## config.mk

```make
export PLATFORM = sky130hd
export DESIGN_NAME = obstacle_scroller_flat
export DESIGN_NICKNAME = d
export VERILOG_FILES = /design/src/rtl/obstacle_scroller_pkg.sv /design/src/rtl/obstacle_scroller_if.sv /design/src/rtl/obstacle_scroller_height_clamp.sv /design/src/rtl/obstacle_scroller.sv /design/src/flat_wrapper.sv
export SDC_FILE = /design/constraint.sdc
export NUM_CORES = 1
export LEC_CHECK = 0
export BUFFER_PORTS_ARGS = -buffer_cell sky130_fd_sc_hd__buf_2
export CORE_MARGIN = 2
export CORE_UTILIZATION = 30
export CTS_CLUSTER_SIZE = 25
export DETAILED_ROUTE_END_ITERATION = 6
export PLACE_DENSITY = 0.49
export SLEW_MARGIN = 20
export SYNTH_ARGS = -nofsm -noshare
export SYNTH_HDL_FRONTEND = slang
export SYNTH_HIERARCHICAL = 1
export SYNTH_SLANG_ARGS = --single-unit
```

## constraint.sdc

```tcl
create_clock -name clk -period 3 [get_ports clk]
set_input_delay 0.3 -clock clk [delete_from_list [all_inputs] [get_ports clk]]
set_output_delay 0.3 -clock clk [all_outputs]
set_load 0.01 [all_outputs]
```

## src/rtl/obstacle_scroller_pkg.sv

```systemverilog
// Shared types and screen constants for the obstacle scroller and its neighbours.
package obstacle_scroller_pkg;

  localparam int unsigned COORD_W     = 10;
  localparam int unsigned SPEED_W     = 4;
  localparam int unsigned SCREEN_W    = 640;
  localparam int unsigned OFFSCREEN_X = 643;
  localparam int unsigned DEF_MIN_Y   = 40;
  localparam int unsigned DEF_MAX_Y   = 439;

  typedef logic [COORD_W-1:0] coord_t;

  // Scroller FSM encoding
  typedef logic [1:0] state_t;
  localparam state_t IDLE   = 2'd0;
  localparam state_t SCROLL = 2'd1;
  localparam state_t REQ    = 2'd2;

endpackage

```

## src/rtl/obstacle_scroller_if.sv

```systemverilog
// Obstacle-height request/response link between a scroller and a height generator.
interface obstacle_scroller_if;
  import obstacle_scroller_pkg::*;

  logic   height_req;
  coord_t height_in;
  logic   height_valid;

  modport master (output height_req, input height_in, input height_valid);
  modport slave  (input height_req, output height_in, output height_valid);

endinterface

```

## src/rtl/obstacle_scroller_height_clamp.sv

```systemverilog
// Combinational saturating clamp of a 10-bit coordinate into [MIN_V, MAX_V].
module obstacle_scroller_height_clamp
  import obstacle_scroller_pkg::*;
#(
  parameter int unsigned MIN_V = DEF_MIN_Y,
  parameter int unsigned MAX_V = DEF_MAX_Y
) (
  input  coord_t value,
  output coord_t value_c
);

  localparam coord_t LO = COORD_W'(MIN_V);
  localparam coord_t HI = COORD_W'(MAX_V);

  // Saturate against the unsigned bounds
  always_comb begin
    value_c = value;
    if (value < LO) begin
      value_c = LO;
    end else if (value > HI) begin
      value_c = HI;
    end
  end

endmodule

```

## src/rtl/obstacle_scroller.sv

```systemverilog
// One obstacle's horizontal motion, respawn and new-height request handshake.
module obstacle_scroller
  import obstacle_scroller_pkg::*;
#(
  parameter int unsigned START_X        = 700,
  parameter int unsigned START_Y        = 150,
  parameter int unsigned MIN_Y          = DEF_MIN_Y,
  parameter int unsigned MAX_Y          = DEF_MAX_Y,
  parameter int unsigned PLAYER_X       = 100,
  parameter int unsigned TIMEOUT_FRAMES = 8
) (
  input  logic                clk,
  input  logic                reset,
  input  logic                frame_tick,
  input  logic                enable,
  input  logic [SPEED_W-1:0]  speed,
  obstacle_scroller_if.master hgt,
  output coord_t              x,
  output coord_t              y,
  output logic                active,
  output logic                pass_pulse
);

  localparam int unsigned CNT_W = (TIMEOUT_FRAMES < 2) ? 1 : $clog2(TIMEOUT_FRAMES + 1);
  localparam coord_t      X0    = COORD_W'(START_X);
  localparam coord_t      Y0    = COORD_W'(START_Y);
  localparam coord_t      PX    = COORD_W'(PLAYER_X);
  localparam logic [CNT_W-1:0] TO_LIM = CNT_W'(TIMEOUT_FRAMES);

  state_t           state_q, state_d;
  coord_t           x_d, y_d;
  logic             req_d, pass_d;
  logic [CNT_W-1:0] cnt_q, cnt_d;
  coord_t           speed_w;
  coord_t           height_clamped_c;

  assign speed_w = COORD_W'(speed);

  obstacle_scroller_height_clamp #(
    .MIN_V (MIN_Y),
    .MAX_V (MAX_Y)
  ) u_clamp (
    .value   (hgt.height_in),
    .value_c (height_clamped_c)
  );

  // Next-state and next-output logic
  always_comb begin
    state_d = state_q;
    x_d     = x;
    y_d     = y;
    req_d   = hgt.height_req;
    pass_d  = 1'b0;
    cnt_d   = cnt_q;
    case (state_q)
      IDLE: begin
        if (enable) state_d = SCROLL;
      end
      SCROLL: begin
        if (!enable) begin
          state_d = IDLE;
        end else if (frame_tick) begin
          if (x >= speed_w) begin
            x_d    = x - speed_w;
            pass_d = (x >= PX) && (x_d < PX);
          end else begin
            // Left exit: park off-screen right and ask for a new height
            x_d     = X0;
            req_d   = 1'b1;
            cnt_d   = '0;
            state_d = REQ;
          end
        end
      end
      REQ: begin
        x_d   = X0;
        req_d = 1'b1;
        if (hgt.height_valid) begin
          y_d     = height_clamped_c;
          req_d   = 1'b0;
          state_d = enable ? SCROLL : IDLE;
        end else if (frame_tick) begin
          cnt_d = cnt_q + CNT_W'(1);
          if (cnt_d >= TO_LIM) begin
            // Generator too slow: keep the previous height
            req_d   = 1'b0;
            state_d = enable ? SCROLL : IDLE;
          end
        end
      end
      default: begin
        state_d = IDLE;
      end
    endcase
  end

  // State and registered outputs
  always_ff @(posedge clk) begin
    if (reset) begin
      state_q        <= IDLE;
      x              <= X0;
      y              <= Y0;
      hgt.height_req <= 1'b0;
      pass_pulse     <= 1'b0;
      active         <= 1'b0;
      cnt_q          <= '0;
    end else begin
      state_q        <= state_d;
      x              <= x_d;
      y              <= y_d;
      hgt.height_req <= req_d;
      pass_pulse     <= pass_d;
      active         <= (state_d != IDLE);
      cnt_q          <= cnt_d;
    end
  end

endmodule

```

## src/flat_wrapper.sv

```systemverilog
// flat-port wrapper written by rule: the top's interface ports become plain ports
module obstacle_scroller_flat import obstacle_scroller_pkg::*;
#(
  parameter int unsigned START_X        = 700,
  parameter int unsigned START_Y        = 150,
  parameter int unsigned MIN_Y          = DEF_MIN_Y,
  parameter int unsigned MAX_Y          = DEF_MAX_Y,
  parameter int unsigned PLAYER_X       = 100,
  parameter int unsigned TIMEOUT_FRAMES = 8
)
  (clk, reset, frame_tick, enable, speed, x, y, active, pass_pulse, hgt_height_req, hgt_height_in, hgt_height_valid);
  obstacle_scroller_if hgt_i ();
  input  logic clk;
  input  logic reset;
  input  logic frame_tick;
  input  logic enable;
  input  logic [SPEED_W-1:0] speed;
  output coord_t x;
  output coord_t y;
  output logic active;
  output logic pass_pulse;
  output wire logic [$bits(hgt_i.height_req)-1:0] hgt_height_req;
  input wire logic [$bits(hgt_i.height_in)-1:0] hgt_height_in;
  input wire logic [$bits(hgt_i.height_valid)-1:0] hgt_height_valid;
  assign hgt_height_req = hgt_i.height_req;
  assign hgt_i.height_in = hgt_height_in;
  assign hgt_i.height_valid = hgt_height_valid;
  obstacle_scroller #(.START_X(START_X), .START_Y(START_Y), .MIN_Y(MIN_Y), .MAX_Y(MAX_Y), .PLAYER_X(PLAYER_X), .TIMEOUT_FRAMES(TIMEOUT_FRAMES)) u_core (.clk(clk), .reset(reset), .frame_tick(frame_tick), .enable(enable), .speed(speed), .hgt(hgt_i), .x(x), .y(y), .active(active), .pass_pulse(pass_pulse));
endmodule
```

# [Word level (Yosys, flattened, before mapping)]
# Cells that the tools add are included.
[totals] regBits=29 output_inout_bits=23
[op_classes] add_sub_neg=2 order_cmp=6 eq_ne=7 n_mux=28 bitwise=4 n_reduce_logical=9
[op_table] operator="$mux 10" count=5
[op_table] operator="$mux 4" count=5
[op_table] operator="$pmux 10 s2" count=1
[op_table] operator="$mux 2" count=7
[op_table] operator="$ge 10x4->1" count=1
[op_table] operator="$ge 10x7->1 const B" count=1
[op_table] operator="$gt 10x9->1 const B" count=1
[op_table] operator="$lt 10x6->1 const B" count=1
[op_table] operator="$lt 10x7->1 const B" count=1
[op_table] operator="$ne 2x2->1 const B" count=5
[op_table] operator="$sub 10x4->10" count=1
[op_table] operator="$pmux 4 s2" count=1
[op_table] operator="$mux 1" count=7
[op_table] operator="$pmux 2 s3" count=1
[op_table] operator="$reduce_and 6->1" count=1
[op_table] operator="$reduce_or 5->1" count=1
[op_table] operator="$add 4x1->4 const B" count=1
[op_table] operator="$ge 4x4->1 const B" count=1
[op_table] operator="$not 1->1" count=4
[op_table] operator="$reduce_and 4->1" count=1
[op_table] operator="$reduce_bool 2->1" count=2
[op_table] operator="$reduce_and 3->1" count=1
[op_table] operator="$eq 2x1->1 const B" count=1
[op_table] operator="$eq 2x2->1 const B" count=1
[op_table] operator="other kinds (4)" count=4

# [Longest topological paths before layout]
# Gate-level depths: netlist of the first run.
[logic_depth] ltp_word=7 depth_mapped=8 ltp_nobuf=8

# [By module]
# Netlist of the first run, hierarchy kept.
[modules_own_cells] mod="obstacle_scroller" instances=1 cells_each=182 area_each_um2=1508.9 seq_area_each_um2=580.6
[modules_own_cells] mod="obstacle_scroller_height_clamp" instances=1 cells_each=21 area_each_um2=132.6 seq_area_each_um2=0.0

# [Worst setup path after synthesis of the first run]
# Ideal clock, no wire load.
[synth_path] path_type="reg-to-reg" startpoint="reg u_core.x[0]" endpoint="reg u_core.x[2]" t_arrival_ns=2.001 required_ns=2.842 slack_ns=0.841 stages_incl_launch_ff=9 period_less_slack_ns=2.159 path_cell_list="dfxtp_1 -> inv_1 -> ha_1 -> fa_1 -> nor2b_1 -> o21a_1 -> nor4_1 -> nor3_1 -> o311ai_0"
[synth_via] elab_chain_len=5 elab_cells_between_ends=6 cone_classes="add/sub: 1; order compare: 1; mux: 4"
[synth_lines] item="start: declaration" line_no="obstacle_scroller.sv:18" source="output coord_t x,"
[synth_lines] item="start signal: assignment" line_no="obstacle_scroller.sv:101" source="x <= X0;"
[synth_lines] item="start signal: assignment" line_no="obstacle_scroller.sv:109" source="x <= x_d;"
[synth_lines] item="$sub 10x4->10 or $ge 10x4->1 (tied branches)" line_no="obstacle_scroller.sv:64, obstacle_scroller.sv:63"
[synth_lines] item="$mux 10 (*)" line_no="obstacle_scroller.sv:63" source="if (x >= speed_w) begin"
[synth_lines] item="$mux 10 (*)" line_no="obstacle_scroller.sv:62" source="end else if (frame_tick) begin"
[synth_lines] item="$mux 10 (*)" line_no="obstacle_scroller.sv:60" source="if (!enable) begin"
[synth_lines] item="$pmux 10 s2 (*)" line_no="obstacle_scroller.sv:55" source="case (state_q)"
# Mark *: on every way between the ends. The rest lies on a longest branch, timed or not. The select of a mux whose other input is x is not followed.
# A chain may end at the register's enable or synchronous reset.

# [Worst setup path in the final report of the first run]
[layout_path] startpoint="reg u_core.x[0]" endpoint="reg u_core.pass_pulse"
[layout_via] elab_chain_len=3 elab_cells_between_ends=7 cone_classes="add/sub: 1; order compare: 3; bitwise: 1; reduce/logical: 2"
[layout_lines] item="$sub 10x4->10 or $ge 10x4->1 (tied branches)" line_no="obstacle_scroller.sv:64, obstacle_scroller.sv:63"
[layout_lines] item="$lt 10x7->1 or $not 1->1 (tied branches)"
[layout_lines] item="$logic_and 1x1->1 or $reduce_or 5->1 (tied branches)"
[layout_lines] item="end signal: assignment" line_no="obstacle_scroller.sv:112" source="pass_pulse <= pass_d;"
[layout_lines] item="end: declaration" line_no="obstacle_scroller.sv:21" source="output logic pass_pulse"
# Parallel ways exist; a longest one is shown, timed or not.

==> results of run 1 <==
## final cells by class
cell class,count,share of cell area [%]
sequential,29,29.1
clock inverter,3,0.879
clock buffer,5,3.45
tap,70,4.39
inverter,7,1.32
timing repair buffer,43,11.0
multi-input combinational,161,49.8
## power groups by stage
stage | logic [W] | registers, W | clock network (W)
after floorplan | 0.0000653 | 0.000407 | 0
after global placement | 0.000105 | 0.000407 | 0
after detailed placement | 0.000105 | 0.000407 | 0
after CTS | 0.000106 | 0.000398 | 0.000333
after global routing | 0.000116 | 0.000399 | 0.000350
final | 0.000105 | 0.000398 | 0.000317
## metal layers
metal	wire [µm]	vias up	share of wire [%]	track usage, %
li1	-	814	-	-
met5	0	-	0	0
met2	2050	30	48	24.4
met1	1970	735	46	17.0
met4	55	0	1.3	5.09
met3	234	6	5.4	5.35
## Yosys cell counts (2+ instances only)
cell,n,area (µm²)
nand3_1,7,35.0
a21oi_1,16,80.1
o21a_1,5,37.5
a211oi_1,2,15.0
a311o_1,2,20.0
nand4b_1,2,17.5
mux2_2,2,22.5
nand4_1,2,12.5
inv_1,7,26.3
nor2b_1,4,25.0
or2_2,2,12.5
clkbuf_1,2,7.51
o31a_1,2,17.5
or4_4,2,22.5
nor2_1,8,30.0
nand3b_1,5,37.5
dfxtp_1,29,581
nor3_1,12,60.1
or3_1,7,43.8
o31ai_1,3,22.5
ha_1,5,62.6
nand2_1,39,146
o21ai_0,5,25.0
o311ai_0,2,17.5
xnor2_1,4,35.0
nor4_1,2,12.5
buf_6,2,22.5
nand2b_1,4,25.0
and3_1,2,12.5
## tightest hold or removal path: cells and delay by family
| kind | cells | cell delay (ns) |
|---|---|---|
| compound gates | 1 | 0.11 |
| simple gates | 2 | 0.10 |
| buf+inv | 1 | 0.08 |
## stage by stage
stage,area [µm²],cells
3_3_place_gp,1910,310
4_1_cts,1990,318
2_1_floorplan,1640,203
6_report,1990,318
5_1_grt,1990,318
3_5_place_dp,1910,310
## kinds of logic after synthesis
kind of cell / share of synthesized area (%)
AO/OA/AOI/OAI: 18.6
AND/OR/NAND/NOR: 32.5
adder cells (fa/ha/maj): 5.03
other: 0.228
flip-flops: 35.4
XOR/XNOR: 2.67
multiplexers: 1.37
buffers and inverters: 4.19
## registers in the layout (all words and copies together) (netlist names)
register,cells
u_core/y,10
u_core/pass_pulse,1
u_core/x,10
u_core/hgt.height_req,1
u_core/state_q,2
u_core/cnt_q,4
u_core/active,1
## worst paths after layout
path / to / cells past startpoint
worst max-delay path: u_core/pass_pulse / 8
worst min-delay path: u_core/y[2] / 4
worst max register to register: u_core/pass_pulse / 8
worst min register to register: u_core/y[0] / 2
==> flow_metrics.py, run 1 <==
metrics = {
    "power_and_ir_drop": {
        "clkPwrFrac_pct": 38.7,
        "power_w": 0.000821,
        "power_density_nw_per_um2": 412,
        "pwr-share-comb_pct": 12.8,
        "p_sw_w": 0.000225,
        "seq_power_share_pct": 48.6,
        "vdd_ir_drop_max_uv": 296,
        "internal_power_w": 0.000595,
        "swShare_pct": 27.5,
        "p_leak_nw": 0.776,
    },
    "floorplan": {
        "die_area_um2": 6080,
        "die-width_um": 78.0,
        "start_util_pct": 31.5,
        "coreArea_um2": 5200,
        "fp.dieH_um": 78.0,
        "boundaryPins": 42,
        "rows": 26,
    },
    "clock_network": {
        "cts-resized-gates": 0,
        "clock_sinks": 29,
        "post_cts_buffers": 0,
        "htreeDepth": 2,
        "cts_tree": "yes",
        "numCtsBuffers": 5,
        "clk_latency_ns": 0.28,
        "cts_root_buffer": "clkbuf_8",
        "cts_hold_buf": 0,
        "clk_path_buf_depth": 2,
        "clkTransAtPathRegs_ns": 0.07,
    },
    "placed_design": {
        "gp_congestion": 0.828,
        "io_buffers": 41,
        "place_ws_ns": 0.693,
        "hpwl_mm": 3.12,
    },
    "timing": {
        "fin_tns_setup_ns": 0,
        "finalSetupViolations": 0,
        "hold_ws_ns": 0.350,
        "fin_ws_ns": 0.736,
        "rsz0062_at_grt": "false",
        "slew_violations": 0,
        "fmax_mhz": 442,
        "fin_worst_skew_ns": 0.00592,
        "layout_min_cycle_time_ns": 2.26,
        "tightest_slew_ns": 0.700,
        "maxSlewHeadroom_pct": 53.1,
        "finalHoldViolations": 0,
        "finalCritPeriodShare_pct": 75.5,
    },
    "routing": {
        "drt-pass1-iter-count": 4,
        "drc": 0,
        "wire_per_inst_um": 13.6,
        "via_count": 1585,
        "ant_nets": 0,
        "drtIter0Drc": 82,
        "viasPerCell": 4.98,
        "wirelength_mm": 4.31,
    },
    "hold_path": {
        "hold_class": "input port to flip-flop",
        "hp-start": "hgt_height_in[2]",
    },
    "layout": {
        "final_common_cell": "buf_2",
        "final_cell_mix": "buf_2, nand2_1, dfxtp_1",
        "multiInputGateArea_um2": 992,
        "areaGrowthSynthToFinish_pct": 21.4,
        "layout-drive-gt1-share_pct": 25.0,
        "fillers": 569,
        "finalNetCount": 272,
        "seq_area_um2": 581,
        "utilization_pct": 38.3,
        "insertedDiodeCount": 0,
    },
    "critical_path": {
        "cp_max_fo": 9,
        "setup.worst_path.end_class": "flip-flop",
        "cp_top_family": "simple AND/OR/NAND/NOR gates",
        "worstPathArrival_ns": 2.47,
        "required_ns": 3.20,
        "crit_chain": "inv_1, ha_1, fa_1, nor2b_1, o21a_1, nor3_2, or3_1, a211oi_1",
        "crit_path_start_kind": "flip-flop",
        "critPathKind": "flip-flop to flip-flop",
        "max_stage_delay_ns": 0.38,
        "critPathBufInv": 1,
        "cpMaxStageDelayCell": "fa_1",
        "r2r_setup_slack_ns": 0.74,
        "r2r-start": "u_core/x[0]",
        "startpoint": "u_core/x[0]",
    },
    "run": {
        "cap_viol_max_count": 0,
    },
    "synthesis": {
        "netlist_area_um2": 1640,
        "postSynthCellCount": 203,
        "synth_edf_count": 0,
        "synthArstFlopShare_pct": 0,
        "ys_seq_elements": 29,
        "seq_area_frac_synth_pct": 35.4,
        "ys.flop_type": "dfxtp_1",
        "synth.distinct_cells": 46,
        "syn_avg_cell_area_um2": 8.09,
        "syn_nets": 228,
        "ys.warnings.count": 6,
    },
    "run_status": {
        "status": "completed",
    },
    "global_route": {
        "grt.total_usage_pct": 14.5,
        "grt_max_degree": 25,
        "grt_pass1_vias": 1479,
        "grt_pass1_wl_mm": 6.93,
        "grt_overflow": 0,
        "antenna_found_initial": 0,
    },
}
Power figures use the tool's default switching activity.
==> run 2: changes to the inputs <==
==> constraint.sdc (replaced) <==
create_clock -name clk -period 2.1 [get_ports clk]
set_input_delay 0.21 -clock clk [delete_from_list [all_inputs] [get_ports clk]]
set_output_delay 0.21 -clock clk [all_outputs]
set_load 0.01 [all_outputs]
==> run 2 against run 1 <==
Largest power group unchanged. Largest cell class unchanged. Non-clock buffer count is 20 higher. Core utilization is 4.3 points higher. Clock skew is essentially flat. Combinational power increased by 93%. Critical path type unchanged. Register-to-register slack got worse by 0.64 ns.
==> flow_metrics.py, run 2 (synthesis gave the netlist of run 1 again) <==
metrics = {
    "power_and_ir_drop": {
        "internal_power_w": 0.000919,
        "swShare_pct": 25.5,
        "pwr-share-comb_pct": 16.5,
        "clkPwrFrac_pct": 37.7,
        "vdd_ir_drop_max_uv": 418,
        "power_w": 0.00123,
        "power_density_nw_per_um2": 557,
        "seq_power_share_pct": 45.8,
        "p_sw_w": 0.000314,
        "p_leak_nw": 0.899,
    },
    "clock_network": {
        "cts_hold_buf": 0,
        "htreeDepth": 2,
        "cts_root_buffer": "clkbuf_8",
        "numCtsBuffers": 5,
        "clk_path_buf_depth": 2,
        "clkTransAtPathRegs_ns": 0.06,
        "clk_latency_ns": 0.28,
        "cts_tree": "yes",
        "clock_sinks": 29,
    },
    "routing": {
        "viasPerCell": 4.93,
        "via_count": 1660,
        "drtIter0Drc": 82,
        "ant_nets": 0,
        "drt-pass1-iter-count": 4,
        "wirelength_mm": 4.28,
        "wire_per_inst_um": 12.7,
        "drc": 0,
    },
    "hold_path": {
        "hold_class": "input port to flip-flop",
    },
    "global_route": {
        "grt.total_usage_pct": 14.7,
        "use_met1_pct": 18.0,
        "grt_pass1_wl_mm": 7.22,
        "grt_pass1_vias": 1578,
        "grt_overflow": 0,
        "antenna_found_initial": 0,
        "grt_max_degree": 25,
        "grt_busiest_layer": "met2",
        "use_met3_pct": 3.95,
        "met2_usage_pct": 24.9,
    },
    "timing": {
        "maxSlewHeadroom_pct": 54.7,
        "fmax_mhz": 499,
        "finalSetupViolations": 0,
        "fin_tns_setup_ns": 0,
        "finalHoldViolations": 0,
        "slew_violations": 0,
        "finalCritPeriodShare_pct": 95.5,
        "fin_worst_skew_ns": 0.00610,
        "tightest_slew_ns": 0.678,
        "layout_min_cycle_time_ns": 2.00,
    },
    "floorplan": {
        "die_area_um2": 6080,
        "die-width_um": 78.0,
        "coreArea_um2": 5200,
        "boundaryPins": 42,
        "rows": 26,
        "fp.dieH_um": 78.0,
        "start_util_pct": 31.5,
    },
    "layout": {
        "insertedDiodeCount": 0,
        "finalNetCount": 292,
        "final_common_cell": "buf_2",
        "layout-drive-gt1-share_pct": 34.1,
        "areaGrowthSynthToFinish_pct": 34.9,
        "final_cell_mix": "buf_2, nand2_1, dfxtp_1",
        "utilization_pct": 42.5,
        "reg_top3": "u_core/x (10), u_core/y (10), u_core/cnt_q (4)",
    },
    "placed_design": {
        "gp_congestion": 0.828,
        "io_buffers": 41,
        "hpwl_mm": 3.14,
    },
    "critical_path": {
        "crit_path_start_kind": "flip-flop",
        "critPathKind": "flip-flop to flip-flop",
        "required_ns": 2.31,
        "worstPathArrival_ns": 2.22,
        "setup.worst_path.end_class": "flip-flop",
        "cp_max_fo": 5,
    },
    "run_status": {
        "status": "completed",
    },
    "run": {
        "cap_viol_max_count": 0,
    },
}
-- run 2: cell count changes in the layout (fill, tap and decap cells not counted), sizes merged --
cell,change
buf,+20
clkbuf,+2
clkinv,-2
clkinvlp,-1
-- run 2: worst max-delay path, stage by stage (launching register included) --
cell and delay (ns):
dfxtp_2 0.32, inv_1 0.08, ha_4 0.14, fa_2 0.23, nor2b_4 0.05, o21a_2 0.20
buf_6 0.13, or3_4 0.36, or3_1 0.31, a21oi_1 0.12
-- run 2: layout make-up --
cell class,count,area [µm²]
clock buffers,7,86.3
repair buffers,63,374
well taps,70,87.6
multi-input cells,161,1060
inverters,7,26.3
fillers,544,2990
flip-flops and latches,29,582
-- run 2: stage by stage --
| step | cell area [µm²] | worst slack [ns] | std cells | hold slack (ns) |
|---|---|---|---|---|
| finish | 2210 | 0.0953 | 337 | 0.273 |
| global route | 2210 | -0.0000471 | 337 | 0.279 |
| CTS | 2150 | 0.0157 | 335 | 0.265 |
| floorplan | 1650 | 0.0714 | 203 | 0.272 |
| detailed placement | 2010 | -0.00259 | 323 | 0.448 |
| global placement | 2010 | 0.0248 | 323 | 0.445 |
-- run 2: path summary, 6_finish.rpt --
| kind | start | to | slack [ns] | cells after the start |
|---|---|---|---|---|
| hold / removal | hgt_height_in[1] | u_core/y[1] | 0.27 | 4 |
| setup reg to reg | u_core/x[0] | u_core/x[6] | 0.1 | 9 |
| hold reg to reg | u_core/y[6] | u_core/y[6] | 0.46 | 2 |
| setup / recovery | u_core/x[0] | u_core/x[6] | 0.1 | 9 |
-- run 2: routing by layer --
metal | part of all wire [%] | up-vias
met5 | 0 | -
met3 | 5.6 | 8
met4 | 1.7 | 0
met1 | 46 | 749
li1 | - | 857
met2 | 47 | 46
-- run 2: power groups by stage --
stage | Clock (W) | Combinational [W] | Sequential [W]
floorplan | 0 | 0.0000941 | 0.000582
global placement | 0 | 0.000176 | 0.000577
detailed placement | 0 | 0.000174 | 0.000577
CTS | 0.000481 | 0.000187 | 0.000565
global route | 0.000508 | 0.000225 | 0.000566
finish | 0.000465 | 0.000203 | 0.000565
-- run 2: what timing repair did --
| item | 4_1_cts | 5_1_grt |
|---|---|---|
| pin swaps | 2 | 4 |
| resized for setup | 4 | 12 |
| endpoints found under the setup margin | 1 | 10 |
| buffers inserted | 5 | 2 |
| gates cloned | 0 | 0 |
==> run 3: changes to the inputs <==
--- a/config.mk
+++ b/config.mk
@@ -11,6 +11,8 @@
 export CTS_CLUSTER_SIZE = 25
 export DETAILED_ROUTE_END_ITERATION = 6
 export PLACE_DENSITY = 0.49
+export RECOVER_POWER = 25
+export SKIP_LAST_GASP = 1
 export SLEW_MARGIN = 20
 export SYNTH_ARGS = -nofsm -noshare
 export SYNTH_HDL_FRONTEND = slang
==> run 3 against run 2 <==
Global-route usage did not move. Maximum frequency fell by 0.65%. Critical path depth did not move. Register-to-register slack barely moved. Setup slack got worse by 0.013 ns. Sequential cell count did not move. Design area fell by 0.68%. Sequential power barely moved. Total power barely moved. Core utilization fell by 0.29 points. First-iteration DRC count rose by 6.1%. Via count rose by 0.36%.
==> flow_metrics.py, run 3 (synthesis gave the netlist of run 1 again) <==
metrics = {
    "timing": {
        "fin_tns_setup_ns": 0,
        "layout_min_cycle_time_ns": 2.02,
        "slew_violations": 0,
        "fin_ws_ns": 0.0821,
        "finalSetupViolations": 0,
        "rsz0062_at_grt": "true",
        "fin_worst_skew_ns": 0.00612,
        "finalCritPeriodShare_pct": 96.1,
        "fmax_mhz": 496,
        "finalHoldViolations": 0,
        "tightest_slew_ns": 0.678,
        "maxSlewHeadroom_pct": 54.7,
    },
    "critical_path": {
        "cp_max_fo": 6,
        "required_ns": 2.30,
        "setup.worst_path.end_class": "flip-flop",
        "crit_path_start_kind": "flip-flop",
        "critPathKind": "flip-flop to flip-flop",
        "worstPathArrival_ns": 2.22,
    },
    "run_status": {
        "status": "completed",
    },
    "floorplan": {
        "boundaryPins": 42,
        "start_util_pct": 31.5,
        "rows": 26,
        "fp.dieH_um": 78.0,
        "coreArea_um2": 5200,
        "die_area_um2": 6080,
        "die-width_um": 78.0,
    },
    "placed_design": {
        "gp_congestion": 0.828,
        "place_ws_ns": -0.00259,
        "io_buffers": 41,
        "hpwl_mm": 3.14,
        "dp_cells": 323,
    },
    "routing": {
        "ant_nets": 0,
        "viasPerCell": 4.94,
        "via_count": 1666,
        "wirelength_mm": 4.26,
        "wire_per_inst_um": 12.7,
        "drtIter0Drc": 87,
        "drt-pass1-iter-count": 4,
        "drc": 0,
    },
    "layout": {
        "fillers": 554,
        "fin_cells": 337,
        "areaGrowthSynthToFinish_pct": 34.0,
        "finalNetCount": 292,
        "final_cell_mix": "nand2_1, buf_2, dfxtp_1",
        "reg_top3": "u_core/x (10), u_core/y (10), u_core/cnt_q (4)",
        "layout-drive-gt1-share_pct": 29.6,
        "insertedDiodeCount": 0,
        "final_common_cell": "nand2_1",
    },
    "global_route": {
        "grt_max_degree": 25,
        "antenna_found_initial": 0,
        "grt_pass1_wl_mm": 7.22,
        "grt_overflow": 0,
        "grt.total_usage_pct": 14.7,
        "grt_pass1_vias": 1578,
    },
    "clock_network": {
        "cts_tree": "yes",
        "clkTransAtPathRegs_ns": 0.06,
        "clk_path_buf_depth": 2,
        "clk_latency_ns": 0.28,
        "numCtsBuffers": 5,
        "clock_sinks": 29,
        "htreeDepth": 2,
        "cts_root_buffer": "clkbuf_8",
    },
    "power_and_ir_drop": {
        "p_leak_nw": 0.860,
        "vdd_ir_drop_max_uv": 419,
        "power_density_nw_per_um2": 560,
    },
    "run": {
        "cap_viol_max_count": 0,
    },
    "hold_path": {
        "hold_class": "input port to flip-flop",
    },
}
run 3: changes by cell type in the layout (fill, tap and decap cells not counted), sizes merged:
cell and change:
buf -12, clkbuf +12
run 3: cell type report:
class / count / area, µm² / share of cell area [%]
Clock buffer: 7 / 86.3 / 3.92
Tap cell: 70 / 87.6 / 3.98
Multi-Input combinational cell: 161 / 1060 / 48.1
Sequential cell: 29 / 582 / 26.5
Inverter: 7 / 26.3 / 1.19
Timing Repair Buffer: 63 / 359 / 16.3
run 3: layer usage:
layer	routed length [µm]	vias up	share of wire [%]	global-route usage, %
li1	-	858	-	-
met1	1940	752	45	18.0
met2	2000	48	47	24.9
met3	255	8	6.0	3.95
met4	73	0	1.7	5.26
met5	0	-	0	0
run 3: final timing paths:
path	startpoint	to	slack (ns)	cells past startpoint
worst max-delay path	u_core/x[0]	u_core/x[8]	0.08	9
worst min register to register	u_core/y[6]	u_core/y[6]	0.46	2
worst max register to register	u_core/x[0]	u_core/x[8]	0.08	9
worst min-delay path	hgt_height_in[1]	u_core/y[1]	0.27	4
run 3: what timing repair did:
item                       CTS  global route
gates resized for setup      4            12
setup endpoints to repair    1            10
pin swaps                    2             3
hold buffers                 0             0
buffers inserted             5             2
run 3: critical path: stages, from the launching register on:
cell	delay [ns]
dfxtp_2	0.32
inv_1	0.06
ha_4	0.16
fa_2	0.41
nor2b_4	0.13
o21a_2	0.14
buf_6	0.12
nor3_4	0.06
or3_4	0.38
o22ai_2	0.17
run 3: power by group:
| part | total [W] | internal (W) | switching (W) |
|---|---|---|---|
| clock | 0.000465 | 0.000259 | 0.000205 |
| combinational | 0.000203 | 0.0000998 | 0.000103 |
| sequential | 0.000565 | 0.000559 | 0.00000581 |
| total | 0.00123 | 0.000918 | 0.000314 |
run 3: per-stage QoR:
step | utilization (%) | cell area [µm²] | hold WS (ns) | power (W)
2_1_floorplan | - | 1650 | 0.272 | 0.000676
3_3_place_gp | 38.6 | 2010 | 0.445 | 0.000753
3_5_place_dp | 38.6 | 2010 | 0.448 | 0.000751
4_1_cts | 41.3 | 2150 | 0.265 | 0.00123
5_1_grt | 42.3 | 2200 | 0.279 | 0.00130
6_report | 42.3 | 2200 | 0.273 | 0.00123
